File: config.mk
export PLATFORM = sky130hd
export DESIGN_NAME = dds_cfg_scheduler
export DESIGN_NICKNAME = d
export VERILOG_FILES = /design/src/rtl/dds_ctrl_pkg.sv /design/src/rtl/dds_wrap_counter.sv /design/src/rtl/dds_cfg_scheduler.sv
export SDC_FILE = /design/constraint.sdc
export NUM_CORES = 1
export LEC_CHECK = 0
export BUFFER_PORTS_ARGS = -buffer_cell sky130_fd_sc_hd__buf_2
export CAP_MARGIN = 20
export CORE_ASPECT_RATIO = 1.2
export CORE_MARGIN = 2
export CORE_UTILIZATION = 55
export CTS_CLUSTER_SIZE = 24
export DETAILED_ROUTE_END_ITERATION = 10
export GPL_ROUTABILITY_DRIVEN = 0
export PLACE_DENSITY = 0.77
export SLEW_MARGIN = 30
export SYNTH_ARGS = -nofsm -noshare
export SYNTH_HDL_FRONTEND = slang
export SYNTH_HIERARCHICAL = 1
export SYNTH_SLANG_ARGS = --single-unit
File: constraint.sdc
create_clock -name sys_clk -period 2.6 [get_ports sys_clk]
set_clock_uncertainty 0.15 [all_clocks]
set_input_delay 0.13 -clock sys_clk [delete_from_list [all_inputs] [get_ports sys_clk]]
set_output_delay 0.13 -clock sys_clk [all_outputs]
set_load 0.01 [all_outputs]
File: src/rtl/dds_ctrl_pkg.sv
// Shared types and constants for the DDS configuration controller.
package dds_ctrl_pkg;

    typedef enum logic [1:0] {
        SINE   = 2'd0,
        SQUARE = 2'd1,
        TRI    = 2'd2,
        SAW    = 2'd3
    } wave_e;

    typedef enum logic [1:0] {
        IDLE    = 2'd0,
        PENDING = 2'd1,
        APPLY   = 2'd2
    } state_e;

    // Amplitude code for each amplitude index (one-hot scaler select)
    localparam logic [4:0] AMP_CODE [4] = '{5'd1, 5'd2, 5'd4, 5'd8};

endpackage

File: src/rtl/dds_wrap_counter.sv
// Modulo-N index counter that advances by one on each step pulse and
// wraps from N-1 back to 0. Used for the waveform, amplitude and
// frequency-step shadow indices.
module dds_wrap_counter #(
    parameter int N = 4,
    parameter int W = $clog2(N)
) (
    input  logic         clk,
    input  logic         rst,
    input  logic         step,
    output logic [W-1:0] value
);

    logic [W-1:0] value_q;
    logic [W-1:0] value_d;

    // Next index: hold, increment, or wrap to zero after the last value
    always_comb begin
        value_d = value_q;
        if (step) begin
            if (value_q == W'(N - 1)) begin
                value_d = '0;
            end else begin
                value_d = value_q + W'(1);
            end
        end
    end

    // Index register with synchronous reset
    always_ff @(posedge clk) begin
        if (rst) begin
            value_q <= '0;
        end else begin
            value_q <= value_d;
        end
    end

    assign value = value_q;

endmodule

File: src/rtl/dds_cfg_scheduler.sv
// DDS configuration scheduler. Key pulses step shadow settings for
// waveform, frequency and amplitude; the shadow is copied to the active
// outputs only after a phase-accumulator wrap, so the output never
// changes mid-period.
// Optional feature: define WRAP_TIMEOUT_EN to force a commit after
// WRAP_TMO cycles in PENDING without a phase_wrap (stalled accumulator).
module dds_cfg_scheduler
    import dds_ctrl_pkg::*;
#(
    parameter int            FW         = 32,
    parameter logic [FW-1:0] FREQ_BASE  = FW'(85899),
    parameter int            FREQ_STEPS = 8
`ifdef WRAP_TIMEOUT_EN
    ,
    parameter int            WRAP_TMO   = 1000000
`endif
) (
    input  logic          sys_clk,
    input  logic          sys_rst,
    input  logic          wave_key_flag,
    input  logic          freq_key_flag,
    input  logic          amp_key_flag,
    input  logic          phase_wrap,
    output logic [1:0]    wave_sel,
    output logic [FW-1:0] freq_word,
    output logic [4:0]    amplitude,
    output logic          cfg_update,
    output logic          busy
);

    localparam int FI_W = $clog2(FREQ_STEPS);

    logic            any_key;
    logic            timeout;
    logic [1:0]      wave_idx;
    logic [1:0]      amp_idx;
    logic [FI_W-1:0] freq_idx;

    logic [FW-1:0]   freq_shadow_q, freq_shadow_d;
    state_e          state_q, state_d;
    wave_e           wave_q, wave_d;
    logic [FW-1:0]   freq_word_q, freq_word_d;
    logic [4:0]      amp_q, amp_d;
    logic            cfg_update_q, cfg_update_d;

    assign any_key = wave_key_flag | freq_key_flag | amp_key_flag;

    dds_wrap_counter #(.N(4), .W(2)) u_wave_cnt (
        .clk   (sys_clk),
        .rst   (sys_rst),
        .step  (wave_key_flag),
        .value (wave_idx)
    );

    dds_wrap_counter #(.N(4), .W(2)) u_amp_cnt (
        .clk   (sys_clk),
        .rst   (sys_rst),
        .step  (amp_key_flag),
        .value (amp_idx)
    );

    dds_wrap_counter #(.N(FREQ_STEPS), .W(FI_W)) u_freq_cnt (
        .clk   (sys_clk),
        .rst   (sys_rst),
        .step  (freq_key_flag),
        .value (freq_idx)
    );

    // Shadow frequency word tracks the step index by repeated addition
    always_comb begin
        freq_shadow_d = freq_shadow_q;
        if (freq_key_flag) begin
            if (freq_idx == FI_W'(FREQ_STEPS - 1)) begin
                freq_shadow_d = FREQ_BASE;
            end else begin
                freq_shadow_d = freq_shadow_q + FREQ_BASE;
            end
        end
    end

`ifdef WRAP_TIMEOUT_EN
    localparam logic [19:0] TMO_LAST = 20'(WRAP_TMO - 1);

    logic [19:0] tmo_cnt_q, tmo_cnt_d;

    // Wait counter: zero on PENDING entry, counts each cycle spent in PENDING
    always_comb begin
        tmo_cnt_d = '0;
        if (state_q == PENDING && state_d == PENDING) begin
            tmo_cnt_d = tmo_cnt_q + 20'd1;
        end
    end

    // Wait counter register
    always_ff @(posedge sys_clk) begin
        if (sys_rst) begin
            tmo_cnt_q <= '0;
        end else begin
            tmo_cnt_q <= tmo_cnt_d;
        end
    end

    assign timeout = (state_q == PENDING) && (tmo_cnt_q == TMO_LAST);
`else
    assign timeout = 1'b0;
`endif

    // Commit FSM: wait for a key, then a wrap, then copy shadow to active
    always_comb begin
        state_d      = state_q;
        wave_d       = wave_q;
        freq_word_d  = freq_word_q;
        amp_d        = amp_q;
        cfg_update_d = 1'b0;
        case (state_q)
            IDLE: begin
                if (any_key) begin
                    state_d = PENDING;
                end
            end
            PENDING: begin
                if (phase_wrap || timeout) begin
                    state_d = APPLY;
                end
            end
            APPLY: begin
                wave_d       = wave_e'(wave_idx);
                freq_word_d  = freq_shadow_q;
                amp_d        = AMP_CODE[amp_idx];
                cfg_update_d = 1'b1;
                state_d      = any_key ? PENDING : IDLE;
            end
            default: begin
                state_d = IDLE;
            end
        endcase
    end

    // State, shadow frequency word and active output registers
    always_ff @(posedge sys_clk) begin
        if (sys_rst) begin
            state_q       <= IDLE;
            freq_shadow_q <= FREQ_BASE;
            wave_q        <= SINE;
            freq_word_q   <= FREQ_BASE;
            amp_q         <= 5'd1;
            cfg_update_q  <= 1'b0;
        end else begin
            state_q       <= state_d;
            freq_shadow_q <= freq_shadow_d;
            wave_q        <= wave_d;
            freq_word_q   <= freq_word_d;
            amp_q         <= amp_d;
            cfg_update_q  <= cfg_update_d;
        end
    end

    assign wave_sel   = wave_q;
    assign freq_word  = freq_word_q;
    assign amplitude  = amp_q;
    assign cfg_update = cfg_update_q;
    assign busy       = (state_q != IDLE);

endmodule

==> impl_results.md <==
- Die area: 7040 µm²
- Clk_lat worst skew: 350 ps
- Dpl cells: 520
- Worst endpoint required time: 2740 ps
- CP Cell Sequence: inv_1, ha_1, nor2b_1, o21ai_1, a211o_2, a2111o_1, o21ai_1
- Input/output buffers: 45
- H-tree lvl count: 3
- Final WL: 7180 µm
- Synth top area share: 45.6%
- Post-synth EDFFs: 0
- Critical Path Sink Type: flip-flop
- Mean Syn Cell Area: 8.50 µm²
- Ant. Diodes: 0
- Routed vias/inst: 5.49
- CTS buffer count: 9
- Cell variety after synth: 58
- Total leakage power: 1.58 nW
- CP max stage cell: a2111o_1
- First-pass GRT wire length: 12300 µm
- Max-Cap Viols: 0
- Post-CTS Setup Repair Bufs: 0
- CTS root buffer: clkbuf_8
- CP dominant cell by count: o21ai_1
- Syn Inst Count: 413
- Clock-pin slew on the worst setup and hold paths: 80 ps
- Initial antenna violation count: 0
- Area of the multi-input gates: 1720 µm²
- Post-synthesis instance area: 3510 µm²
- Achievable Freq: 467 MHz
- Fin util: 65.4%
- Final Critical Period: 2140 ps
- Routed Antenna Nets: 0
- Sequential area share after synthesis: 45.6%
- Synth warn: 6
- Worst-path maximum fanout: 8
- Die height: 91.5 µm
- Worst EP arrival: 2280 ps
- Critical path startpoint category: flip-flop
- Bufs and invs on worst path: 1
- Critical path class: flip-flop to flip-flop
- Initial DRC count: 242
- Worst Slack Setup Final: 457 ps
- Final Non-Filler Cells: 541
- Initial Util: 57.6%
- Worst-Margin Slew: 844 ps
- Slew Limit Fails: 0
- Dpl ws: 535 ps
- Rel. slew slack: 43.8%
- Top Ports: 47
- # setup viols final: 0
- Status: complete, no violations
- Largest net degree at the start of global routing: 48
- Power Density: 610 nW/µm²
- Routed vias: 2970
- Detailed-placement wirelength estimate: 4730 µm
- Number of global-route vias before repair: 2802
- Sink Count: 80
- CTS tree: built
- GRT Resource Usage Total: 21.6%
- Fin crit share: 82.4%
- RSZ-0062 raised after global routing: false
- Ratio of cells with drive above 1 in the final layout: 17.9%
- Pwr Total: 0.00243 W
- Fillers: 527
- Area Growth Syn to Fin: 13.4%
- Critical path's top delay family: compound AO/OA/AOI/OAI gates
- FF+latch area: 1600 µm²
- Initial DRT Pass Iterations: 4
- Layout Nets: 466
- Wire per inst: 13.3 µm
- Synthesized flop and latch total: 80
- Synth area leaders: dfxtp_1 46%, nand2_1 10%, a21oi_1 6.7%, nand3b_1 2.8%, nor2_1 2.4%
- Setup_tns: 0 ps
- Prevailing post-synth register cell: dfxtp_1
- Site Rows: 31
- Slowest stage delay, CP: 440 ps
- Core area: 6090 µm²
- Cell accounting for the most synthesized area: dfxtp_1
- Hold Vio Cnt, Final: 0
- Gr ovfl total: 0
- Synth async-reset ratio: 0%
- Synthesized net count: 424
- DRC Markers: 0
- CTS Buffer Depth: 2
- Peak VDD IR: 0.417 mV
- Die W: 76.9 µm
- Hold Crit Class: flip-flop to flip-flop
==> cell type report <==
cell class | instances | area share [%]
clock buffers | 10 | 3.46
clock inverters | 5 | 1.41
inverters | 8 | 0.754
multi-input cells | 299 | 43.3
flip-flops and latches | 80 | 40.2
well taps | 82 | 2.58
repair buffers | 57 | 8.30
==> flip-flops by register name, indices dropped and copies added, names as in the netlist <==
| register | flops |
|---|---|
| freq_shadow_q | 32 |
| freq_word | 32 |
| amplitude | 4 |
| u_freq_cnt/value | 3 |
| state_q | 2 |
| u_amp_cnt/value | 2 |
| u_wave_cnt/value | 2 |
| wave_sel | 2 |
| cfg_update | 1 |
==> tightest hold or removal path: stages, from the launching register on <==
cell and delay, ps:
dfxtp_1 310, nand2_1 50, a21oi_1 50
==> cell families (layout without fill, tap and decap cells) <==
kind of cell,Yosys count,count (layout),synth area share [%]
AOI/OAI and AO/OA,89,89,16.3
xor gates and xnor gates,16,16,3.99
adders and majority gates,5,5,1.78
buffers and inverters,34,80,5.35
DFF,80,80,45.6
muxes,5,5,1.43
other,1,1,0.107
and+or+nand+nor,183,183,25.4
==> synthesized netlist by cell type (4+ instances only) <==
library cell  count
nand2b_1          9
o21ai_1           4
dfxtp_1          80
nand3_1          13
a21oi_1          47
xnor2_1           9
mux2i_1           5
ha_1              5
nor2_1           22
or3_1             4
clkbuf_8          4
xor2_1            7
nand2_1          95
clkbuf_1         17
inv_1             8
nand3b_1         13
o21ai_0          10
==> stage by stage <==
stage / instance area, µm² / hold slack, ps
after CTS: 3980 / 305
after global routing: 3980 / 324
final: 3980 / 303
after global placement: 3730 / 193
after floorplan: 3510 / 42.4
after detailed placement: 3730 / 203
==> routing by layer <==
metal	wire length (µm)	global-route usage, %
met3	221	4.57
met2	3460	37.5
met5	0	0
met4	151	9.70
met1	3340	25.4
==> where the power goes <==
part           total, W  switching (W)  internal, W
clock network  0.000914       0.000450     0.000464
logic          0.000191       0.000106    0.0000849
registers       0.00132      0.0000577      0.00127
==> timing repair <==
item | in CTS | in global routing
gates resized for setup | 0 | 0
endpoints found under the hold margin | 8 | 0
hold buffers | 6 | 0
==> path summary, 6_finish.rpt <==
kind                                                    start                              to  slack, ps  depth (start not counted)
worst max-delay path            freq_shadow_q[0]$_SDFFE_PP1P_  freq_shadow_q[24]$_SDFFE_PP0P_        460                          7
worst min-delay path                freq_word[4]$_SDFFE_PP0P_       freq_word[4]$_SDFFE_PP0P_        300                          2
worst max register to register  freq_shadow_q[0]$_SDFFE_PP1P_  freq_shadow_q[24]$_SDFFE_PP0P_        460                          7
worst min register to register      freq_word[4]$_SDFFE_PP0P_       freq_word[4]$_SDFFE_PP0P_        300                          2
==> cell usage in the layout (no fill, tap or decap), types with 3 or more instances in the layout <==
master and n:
nand2b_1 9, o21ai_0 10, nand3_1 13, o21ai_1 4, nand4b_1 3, clkbuf_8 10
xnor2_1 9, buf_4 6, or3_1 4, xor2_1 7, mux2i_1 5, ha_1 5
dfxtp_1 80, nand3b_1 13, dlygate4sd3_1 6, nor2_1 22, nand2_1 95, a21o_1 3
buf_2 45, a21oi_1 47, or3b_1 3, inv_1 8
(Power assumes the default switching activity.)
